$ cat config.mk
export PLATFORM = sky130hd
export DESIGN_NAME = oob_host_ctrl
export DESIGN_NICKNAME = d
export VERILOG_FILES = /design/src/rtl/oob_pkg.sv /design/src/rtl/oob_prim_det.sv /design/src/rtl/oob_host_ctrl.sv
export SDC_FILE = /design/constraint.sdc
export NUM_CORES = 1
export LEC_CHECK = 0
export ABC_CLOCK_PERIOD_IN_PS = 2000
export CORE_MARGIN = 3
export CORE_UTILIZATION = 38
export CTS_CLUSTER_DIAMETER = 120
export DETAILED_ROUTE_END_ITERATION = 12
export MAX_ROUTING_LAYER = met4
export PLACE_DENSITY = 0.8
export SYNTH_ARGS = -nofsm -noshare
export SYNTH_HDL_FRONTEND = slang
export SYNTH_SLANG_ARGS = --single-unit
$ cat constraint.sdc
create_clock -name clk -period 2 [get_ports clk]
set_input_delay 0.3 -clock clk [delete_from_list [all_inputs] [get_ports clk]]
set_output_delay 0.3 -clock clk [all_outputs]
set_load 0.02 [all_outputs]
$ cat src/rtl/oob_pkg.sv
// Shared OOB host definitions: FSM states, primitive words, retry limit and the
// received-word classifier used by the primitive detector.
package oob_pkg;

  typedef enum logic [3:0] {
    ST_IDLE,
    ST_COMRESET,
    ST_AWAIT_COMINIT,
    ST_AWAIT_NOCOMINIT,
    ST_COMWAKE,
    ST_AWAIT_COMWAKE,
    ST_AWAIT_NOCOMWAKE,
    ST_AWAIT_ALIGN,
    ST_SEND_ALIGN,
    ST_READY,
    ST_ERROR
  } oob_state_t;

  typedef enum logic [1:0] {
    PRIM_NONE,
    PRIM_ALIGN,
    PRIM_SYNC
  } prim_t;

  localparam logic [31:0] ALIGNP      = 32'h7B4A4ABC;
  localparam logic [31:0] SYNCP       = 32'hB5B5957C;
  localparam logic [31:0] D10_2       = 32'h4A4A4A4A;
  localparam logic [3:0]  K_PRIM      = 4'h1;
  localparam logic [3:0]  K_DATA      = 4'h0;
  localparam int unsigned RETRY_LIMIT = 4;

  function automatic prim_t classify(input logic [31:0] data, input logic [3:0] k);
    prim_t p;
    p = PRIM_NONE;
    if (k == K_PRIM && data == ALIGNP) p = PRIM_ALIGN;
    else if (k == K_PRIM && data == SYNCP) p = PRIM_SYNC;
    return p;
  endfunction

endpackage

$ cat src/rtl/oob_prim_det.sv
// Registered ALIGNp/SYNCp classifier of the receive word plus the run counter
// of consecutive non-ALIGNp words used to leave SEND_ALIGN.
module oob_prim_det
  import oob_pkg::*;
(
  input  logic        clk,
  input  logic        rst,
  input  logic [31:0] rx_data,
  input  logic [3:0]  rx_charisk,
  input  logic        count_en,
  output prim_t       prim,
  output logic        non_align_3
);

  logic [1:0] run;

  always_ff @(posedge clk) begin
    if (rst) begin
      prim <= PRIM_NONE;
      run  <= '0;
    end else begin
      prim <= classify(rx_data, rx_charisk);
      if (!count_en || prim == PRIM_ALIGN) run <= '0;
      else if (run != 2'd3)                run <= run + 2'd1;
    end
  end

  // Third consecutive non-ALIGNp word is the one being looked at right now.
  assign non_align_3 = count_en && (prim != PRIM_ALIGN) && (run == 2'd2);

endmodule

$ cat src/rtl/oob_host_ctrl.sv
// SATA host OOB sequencer: COMRESET/COMINIT, COMWAKE, ALIGNp handshake, READY.
// Optional macro OOB_HOST_LINKDOWN_EN: leave READY after 16 cycles of rx electrical idle.
module oob_host_ctrl
  import oob_pkg::*;
#(
  parameter int CLK_SPEED_GRADE      = 2,
  parameter int RETRY_CYCLES         = 1000,
  parameter int NOSIG_CYCLES         = 38,
  parameter int ALIGN_TIMEOUT_CYCLES = 4096
) (
  input  logic        clk,
  input  logic        rst,
  input  logic        gtx_ready,
  input  logic        oob_start,
  input  logic        rxcominitdet_in,
  input  logic        rxcomwakedet_in,
  input  logic        rxelecidle_in,
  input  logic [31:0] rxdata_in,
  input  logic [3:0]  rxcharisk_in,
  output logic        txcominit,
  output logic        txcomwake,
  output logic        txelecidle,
  output logic [31:0] txdata_out,
  output logic [3:0]  txcharisk_out,
  output logic        link_up,
  output logic        oob_busy,
  output logic        oob_error,
  output logic        oob_silence
);

  localparam int TMAX_A = (RETRY_CYCLES > NOSIG_CYCLES) ? RETRY_CYCLES : NOSIG_CYCLES;
  localparam int TMAX   = (TMAX_A > ALIGN_TIMEOUT_CYCLES) ? TMAX_A : ALIGN_TIMEOUT_CYCLES;
  localparam int TW     = $clog2(TMAX + 1);

  localparam logic [TW-1:0] RETRY_LAST = TW'(RETRY_CYCLES - 1);
  localparam logic [TW-1:0] NOSIG_LAST = TW'(NOSIG_CYCLES - 1);
  localparam logic [TW-1:0] ALIGN_LAST = TW'(ALIGN_TIMEOUT_CYCLES - 1);
  localparam logic [2:0]    RETRY_MAX  = 3'(RETRY_LIMIT - 1);

  logic          cominit_q, comwake_q, elecidle_q;
  oob_state_t    state, state_next;
  logic [TW-1:0] timer, timer_next;
  logic [2:0]    retry, retry_next;
  logic          silence_q, silence_next;
  prim_t         prim;
  logic          non_align_3;
  logic          linkdown;
  logic          unused_ok;

  always_ff @(posedge clk) begin
    if (rst) begin
      cominit_q  <= 1'b0;
      comwake_q  <= 1'b0;
      elecidle_q <= 1'b0;
    end else begin
      cominit_q  <= rxcominitdet_in;
      comwake_q  <= rxcomwakedet_in;
      elecidle_q <= rxelecidle_in;
    end
  end

  oob_prim_det u_prim_det (
    .clk         (clk),
    .rst         (rst),
    .rx_data     (rxdata_in),
    .rx_charisk  (rxcharisk_in),
    .count_en    (state == ST_SEND_ALIGN),
    .prim        (prim),
    .non_align_3 (non_align_3)
  );

`ifdef OOB_HOST_LINKDOWN_EN
  logic [3:0] idle_cnt;

  always_ff @(posedge clk) begin
    if (rst)                                idle_cnt <= '0;
    else if (state == ST_READY && elecidle_q) idle_cnt <= idle_cnt + 4'd1;
    else                                    idle_cnt <= '0;
  end

  assign linkdown  = (state == ST_READY) && elecidle_q && (idle_cnt == 4'd15);
  assign unused_ok = (CLK_SPEED_GRADE == 0);
`else
  assign linkdown  = 1'b0;
  assign unused_ok = (CLK_SPEED_GRADE == 0) ^ elecidle_q;
`endif

  always_ff @(posedge clk) begin
    if (rst) begin
      state     <= ST_IDLE;
      timer     <= '0;
      retry     <= '0;
      silence_q <= 1'b0;
    end else begin
      state     <= state_next;
      timer     <= timer_next;
      retry     <= retry_next;
      silence_q <= silence_next;
    end
  end

  always_comb begin
    state_next   = state;
    timer_next   = timer + TW'(1);
    retry_next   = retry;
    silence_next = 1'b0;
    case (state)
      ST_IDLE: begin
        timer_next = '0;
        retry_next = '0;
        if (oob_start) state_next = ST_COMRESET;
      end
      // Timer keeps running into AWAIT_COMINIT so re-issues are RETRY_CYCLES apart.
      ST_COMRESET: state_next = ST_AWAIT_COMINIT;
      ST_AWAIT_COMINIT: begin
        if (cominit_q) begin
          state_next = ST_AWAIT_NOCOMINIT;
          timer_next = '0;
          retry_next = '0;
        end else if (timer == RETRY_LAST) begin
          timer_next = '0;
          if (retry == RETRY_MAX) begin
            state_next   = ST_IDLE;
            retry_next   = '0;
            silence_next = 1'b1;
          end else begin
            state_next = ST_COMRESET;
            retry_next = retry + 3'd1;
          end
        end
      end
      ST_AWAIT_NOCOMINIT: begin
        if (cominit_q) timer_next = '0;
        else if (timer == NOSIG_LAST) begin
          state_next = ST_COMWAKE;
          timer_next = '0;
        end
      end
      ST_COMWAKE: begin
        state_next = ST_AWAIT_COMWAKE;
        timer_next = '0;
      end
      ST_AWAIT_COMWAKE: begin
        if (comwake_q) begin
          state_next = ST_AWAIT_NOCOMWAKE;
          timer_next = '0;
        end else if (timer == RETRY_LAST) begin
          state_next = ST_ERROR;
          timer_next = '0;
        end
      end
      ST_AWAIT_NOCOMWAKE: begin
        if (comwake_q) timer_next = '0;
        else if (timer == NOSIG_LAST) begin
          state_next = ST_AWAIT_ALIGN;
          timer_next = '0;
        end
      end
      ST_AWAIT_ALIGN: begin
        if (prim == PRIM_ALIGN) begin
          state_next = ST_SEND_ALIGN;
          timer_next = '0;
        end else if (timer == ALIGN_LAST) begin
          state_next = ST_ERROR;
          timer_next = '0;
        end
      end
      ST_SEND_ALIGN: begin
        timer_next = '0;
        if (non_align_3) state_next = ST_READY;
      end
      ST_READY: begin
        timer_next = '0;
        retry_next = '0;
        if (oob_start || linkdown) state_next = ST_COMRESET;
      end
      ST_ERROR: begin
        timer_next = '0;
        retry_next = '0;
        state_next = ST_COMRESET;
      end
      default: begin
        state_next = ST_IDLE;
        timer_next = '0;
        retry_next = '0;
      end
    endcase
    if (!gtx_ready) begin
      state_next   = ST_IDLE;
      timer_next   = '0;
      retry_next   = '0;
      silence_next = 1'b0;
    end
  end

  always_comb begin
    txcominit     = 1'b0;
    txcomwake     = 1'b0;
    txelecidle    = 1'b1;
    txdata_out    = '0;
    txcharisk_out = K_DATA;
    link_up       = 1'b0;
    oob_error     = 1'b0;
    oob_silence   = silence_q;
    oob_busy      = (state != ST_IDLE) && (state != ST_READY);
    case (state)
      ST_COMRESET: txcominit = 1'b1;
      ST_COMWAKE:  txcomwake = 1'b1;
      ST_ERROR:    oob_error = 1'b1;
      ST_AWAIT_ALIGN: begin
        txelecidle = 1'b0;
        txdata_out = D10_2;
      end
      ST_SEND_ALIGN: begin
        txelecidle    = 1'b0;
        txdata_out    = ALIGNP;
        txcharisk_out = K_PRIM;
      end
      ST_READY: begin
        txelecidle    = 1'b0;
        txdata_out    = SYNCP;
        txcharisk_out = K_PRIM;
        link_up       = 1'b1;
      end
      default: ;
    endcase
    // Reset and transceiver loss silence the outputs in the same cycle.
    if (rst || !gtx_ready) begin
      txcominit     = 1'b0;
      txcomwake     = 1'b0;
      txelecidle    = 1'b1;
      txdata_out    = '0;
      txcharisk_out = '0;
      link_up       = 1'b0;
      oob_busy      = 1'b0;
      oob_error     = 1'b0;
      oob_silence   = 1'b0;
    end
  end

endmodule
; ---- Yosys cells after proc, flatten, opt, wreduce, memory -nomap -nowiden
; Cells that the tools add are included.
[op_classes]
addsub = 3
n_eq_ne = 31
muxes = 46
bitwise_logic = 4
n_reduce_logical = 21
[ops]
columns = operator, n
row1 = $mux 13, 8
row2 = $pmux 32 s3, 1
row3 = $pmux 13 s6, 1
row4 = $mux 4, 13
row5 = $pmux 4 s10, 1
row6 = $eq 32x31->1 const B, 1
row7 = $eq 32x32->1 const B, 1
row8 = $mux 32, 1
row9 = $eq 4x3->1 const B, 4
row10 = $mux 1, 16
row11 = $add 13x1->13 const B, 1
row12 = $eq 13x10->1 const B, 1
row13 = $eq 13x12->1 const B, 1
row14 = $eq 13x6->1 const B, 1
row15 = $eq 4x4->1 const B, 3
row16 = $ne 2x2->1 const B, 6
row17 = $reduce_or 2->1, 5
row18 = $mux 3, 3
row19 = $ne 3x3->1 const B, 3
row20 = $reduce_and 9->1, 1
row21 = $eq 4x1->1 const B, 2
row22 = $eq 4x2->1 const B, 2
row23 = $reduce_or 7->1, 1
row24 = $pmux 3 s2, 1
row25 = other kinds (17), 27
[totals]
register_bits = 27
inputBits = 43
output_inout_bits = 43
wordCells = 114

; ---- Depth between registers and ports, before layout
; Gate-level depths: netlist of run 1.
[logic_depth]
depth_word = 5
ltp_mapped = 8
depth_no_buf = 7

; ---- Cells and area by module
; From an unflattened synthesis of run 1, not the netlist that was laid out.
[unflattened]
hier_cells = 245
area_unflattened_um2 = 1939.4
[by_module_without_submodules]
columns = mod, instances, cells_each, area_per_inst_um2, seq_area_each_um2
row1 = oob_host_ctrl, 1, 206, 1601.5, 460.4
row2 = oob_prim_det, 1, 39, 337.8, 80.1

; ---- Least setup slack after synthesis of run 1
; Ideal clock, no wire load.
[synth_path]
kind = register -> output
from = reg state[2]
to = out txdata_out[3]
arrival_time_ns = 2.487
required_ns = 1.700
path_slack_ns = -0.787
path_stages_with_launch = 6
path_buffers = 1
path_cell_list = dfxtp_1 buf_4 or2b_2 nor3_1 nor2_1 inv_1
[synth_via]
elab_chain_len = 3
word_cells_on_any_way = 5
cone_classes = eq/ne (3) / mux (2)
[synth_rtl]
columns = element, line_no
row1 = start: declaration, oob_host_ctrl.sv:41  ; oob_state_t state, state_next;
row2 = start signal: assignment, oob_host_ctrl.sv:95  ; state <= state_next;
row3 = $eq 4x4->1 / $eq 4x3->1 (equally long branches), oob_host_ctrl.sv:206  ; case (state)
row4 = $pmux 32 s3 *, oob_host_ctrl.sv:206
row5 = $mux 32 *, oob_host_ctrl.sv:228  ; if (rst || !gtx_ready) begin
row6 = end: declaration, oob_host_ctrl.sv:23  ; output logic [31:0] txdata_out,
; Mark *: on every way between the ends. The rest lies on a longest branch, timed or not.

; ---- Worst setup path after layout of run 1
; Same ends and word-level chain as after synthesis.

==> flow_summary.ini, run 1 <==
[outcome]
status = complete, no violations

[placement]
place.port_buffers = 79
placed_cells = 376
gp_congestion = 0.8497
dp_hpwl_um = 3839

[route]
wirelength_um = 4788
first_iter_violations = 149
first_pass_iters = 4
drc = 0
wl_per_cell_um = 12.50
drtAntennaViolNets = 0
vias_per_cell = 5.117
num_vias = 1960

[clocking]
cts_buffers = 3
clk_pin_slew_ps = 90
clk_latency_ps = 280
tritoncts = done
h-tree-depth = 1
clk_path_buf_depth = 2
cts-root-buf = clkbuf_8
cts_sinks = 27

[logic_synthesis]
synth_enable_flop_cells = 0
synth.distinct_cells = 52
synth_warnings = 0
synth_ff_type = dfxtp_1
synth_area_um2 = 1897
async_flop_share_pct = 0
yosysSeqAreaShare_pct = 28.50
synth-seq-cells = 27
syn_avg_cell_area_um2 = 8.003
syn_inst = 237

[pwr]
peakVddDrop_mv = 0.2619
comb_power_share_pct = 21.8
p_sw_mw = 0.2725
power.leakage_nw = 1.173
clockPowerShare_pct = 28.1
total_power_mw = 1.097
p_int_mw = 0.8248
cellPowerDensity_nw_per_um2 = 395.4
netSwitchingFraction_pct = 24.84
power_frac_seq_pct = 50.1

[final_layout]
num-fill-cells = 456
register_area_um2 = 543.0
insertedDiodeCount = 0
final_common_cell = clkdlybuf4s50_1
multi_input_area_um2 = 1166
nNetsFinal = 365
drive_above_1_share_pct = 27.53
area_delta_synth_final_pct = 46.31
finalNonFillerCells = 383
most-common-layout-cells = clkdlybuf4s50_1 (41), buf_4 (38), nor2_1 (31)

[sta]
fmax_mhz = 505.5
finalSetupViolCount = 0
finClkSkew_ps = 8.651
hold_violations = 0
period_share_pct = 98.91
fin_crit_ps = 1978
finalSetupTns_ps = 0
slew_viol_final = 0
rsz0062_at_grt = true

[min_path]
hold_class = reg2reg

[critical_path]
crit_required_ps = 1700
slowest_delay_ps = 560
end_kind = output port
arrival_ps = 1680
cp_cell_sequence = or4b_4 > a21oi_4 > buf_6 > nor2_2 > inv_1 > buf_4
cpMaxStageDelayCell = or4b_4
cp_max_fo = 4
critPathTopFamily = simple AND/OR/NAND/NOR gates
path_buf_inv = 3
critical_path_class = reg2out
crit_path_start_kind = register

[floorplan]
start_util_pct = 39.63
dieArea_um2 = 5875
io_pins = 86
num_rows = 25
fp.dieH_um = 76.65
die_w_um = 76.65
core_um2 = 4786

[job]
drv_cap = 0

[global_route]
grt_antenna_before_repair = 0
grt_pass1_vias = 1860
globalRouteOverflowTotal = 0
grt_usage_pct = 16.79
grt_max_degree = 19
grt_pass1_wl_um = 8093
-- worst register-to-register path, delay by kind of cell, from the launching register on --
family / cells / cell delay (ps)
AO/OA/AOI/OAI: 3 / 620
flip-flops: 1 / 350
buffers and inverters: 2 / 350
AND/OR/NAND/NOR: 2 / 330
multiplexers: 1 / 160
-- logic make-up (layout without fill, tap and decap cells) --
logic type               count (synthesis)  in the layout  share of synthesized area, %
AO/OA/AOI/OAI                           28             28                         10.82
XOR/XNOR                                12             12                         5.541
adder cells (fa/ha/maj)                  5              5                         3.298
buffers and inverters                   43            118                         14.58
flip-flops                              27             27                         28.50
multiplexers                             1              1                        0.5277
other                                    1              5                        0.1977
AND/OR/NAND/NOR                        120            120                         36.54
-- through the flow --
step           area, um2  setup slack (ps)  hold slack (ps)  util, %
6_report            2775             21.83            482.3    57.99
5_1_grt             2775            -27.17            503.0    57.99
4_1_cts             2774            -60.99            484.2    57.96
3_5_place_dp        2776            -395.9            470.0    58.01
3_3_place_gp        2776            -339.9            446.4    58.01
2_1_floorplan       1939            -29.12            371.6        -
-- worst paths after layout --
kind	startpoint	endpoint	slack, ps	depth (start not counted)
worst max register to register	state[2]	state[0]	90	8
worst min-delay path	retry[1]	retry[1]	480	2
worst min register to register	retry[1]	retry[1]	480	2
worst max-delay path	state[2]	txdata_out[3]	20	6
-- power groups by stage --
stage	clock, mW	combinational, mW	sequential, mW
2_1_floorplan	0	0.107	0.558
3_3_place_gp	0	0.226	0.561
3_5_place_dp	0	0.230	0.561
4_1_cts	0.316	0.236	0.549
5_1_grt	0.336	0.257	0.551
6_report	0.308	0.239	0.550
-- sequential cells by signal, summed over array words and instances, names as in the netlist --
name and flops:
cominit_q 1, state 4, comwake_q 1, u_prim_det.prim 2, retry 3, silence_q 1
timer 13, u_prim_det.run 2
-- cell usage after synthesis (2+ instances only) --
| cell type | n | area share [%] |
|---|---|---|
| a21oi_1 | 9 | 2.4 |
| nor2_1 | 33 | 6.5 |
| o21ai_1 | 2 | 0.53 |
| or3b_1 | 2 | 0.92 |
| and4_1 | 2 | 0.92 |
| buf_4 | 30 | 12 |
| ha_1 | 5 | 3.3 |
| buf_2 | 2 | 0.53 |
| nor2b_1 | 3 | 0.99 |
| inv_1 | 6 | 1.2 |
| and2_1 | 2 | 0.66 |
| o21ai_0 | 4 | 1.1 |
| nand2_1 | 11 | 2.2 |
| nor4_1 | 2 | 0.66 |
| or3_1 | 2 | 0.66 |
| nand4_1 | 11 | 3.6 |
| dfxtp_1 | 27 | 28 |
| nor4b_1 | 4 | 1.8 |
| nand3_1 | 10 | 2.6 |
| nand2b_1 | 5 | 1.6 |
| nor3_1 | 13 | 3.4 |
| or2_1 | 2 | 0.66 |
| nand3b_1 | 2 | 0.79 |
| clkbuf_1 | 4 | 0.79 |
| xor2_1 | 8 | 3.7 |
| xnor2_1 | 4 | 1.8 |
| nor4bb_1 | 7 | 3.7 |
-- final cells by class --
cell class                 count  share of cell area (%)
multi-input combinational    171                   42.02
timing repair buffer         107                   32.78
sequential                    27                   19.57
tap                           67                   3.021
clock buffer                   3                   1.488
inverter                       7                  0.9468
clock inverter                 1                  0.1803
-- metal layers --
layer | up-vias | track usage, % | part of all wire [%]
li1 | 966 | - | -
met1 | 895 | 18.65 | 38
met2 | 94 | 31.02 | 53
met3 | 5 | 2.230 | 7.5
met4 | 0 | 5.254 | 1.2
met5 | - | - | 0
-- what timing repair did --
item                       4_1_cts  5_1_grt
resized for setup              130       36
buffers inserted                 3        0
setup endpoints to repair       43       51
hold buffers                     0        0
pin swaps                        2        5
hold endpoints to repair         0        0
Note: power is estimated with default switching activity, not from simulation.
==> run 2, diff against run 1 <==
--- a/config.mk
+++ b/config.mk
@@ -5,10 +5,10 @@
 export SDC_FILE = /design/constraint.sdc
 export NUM_CORES = 1
 export LEC_CHECK = 0
-export ABC_CLOCK_PERIOD_IN_PS = 2000
 export CORE_MARGIN = 3
 export CORE_UTILIZATION = 38
 export CTS_CLUSTER_DIAMETER = 120
+export CTS_CLUSTER_SIZE = 40
 export DETAILED_ROUTE_END_ITERATION = 12
 export MAX_ROUTING_LAYER = met4
 export PLACE_DENSITY = 0.8
==> results of run 2 <==
Final layout, timing and power as in run 1 (identical DEF).
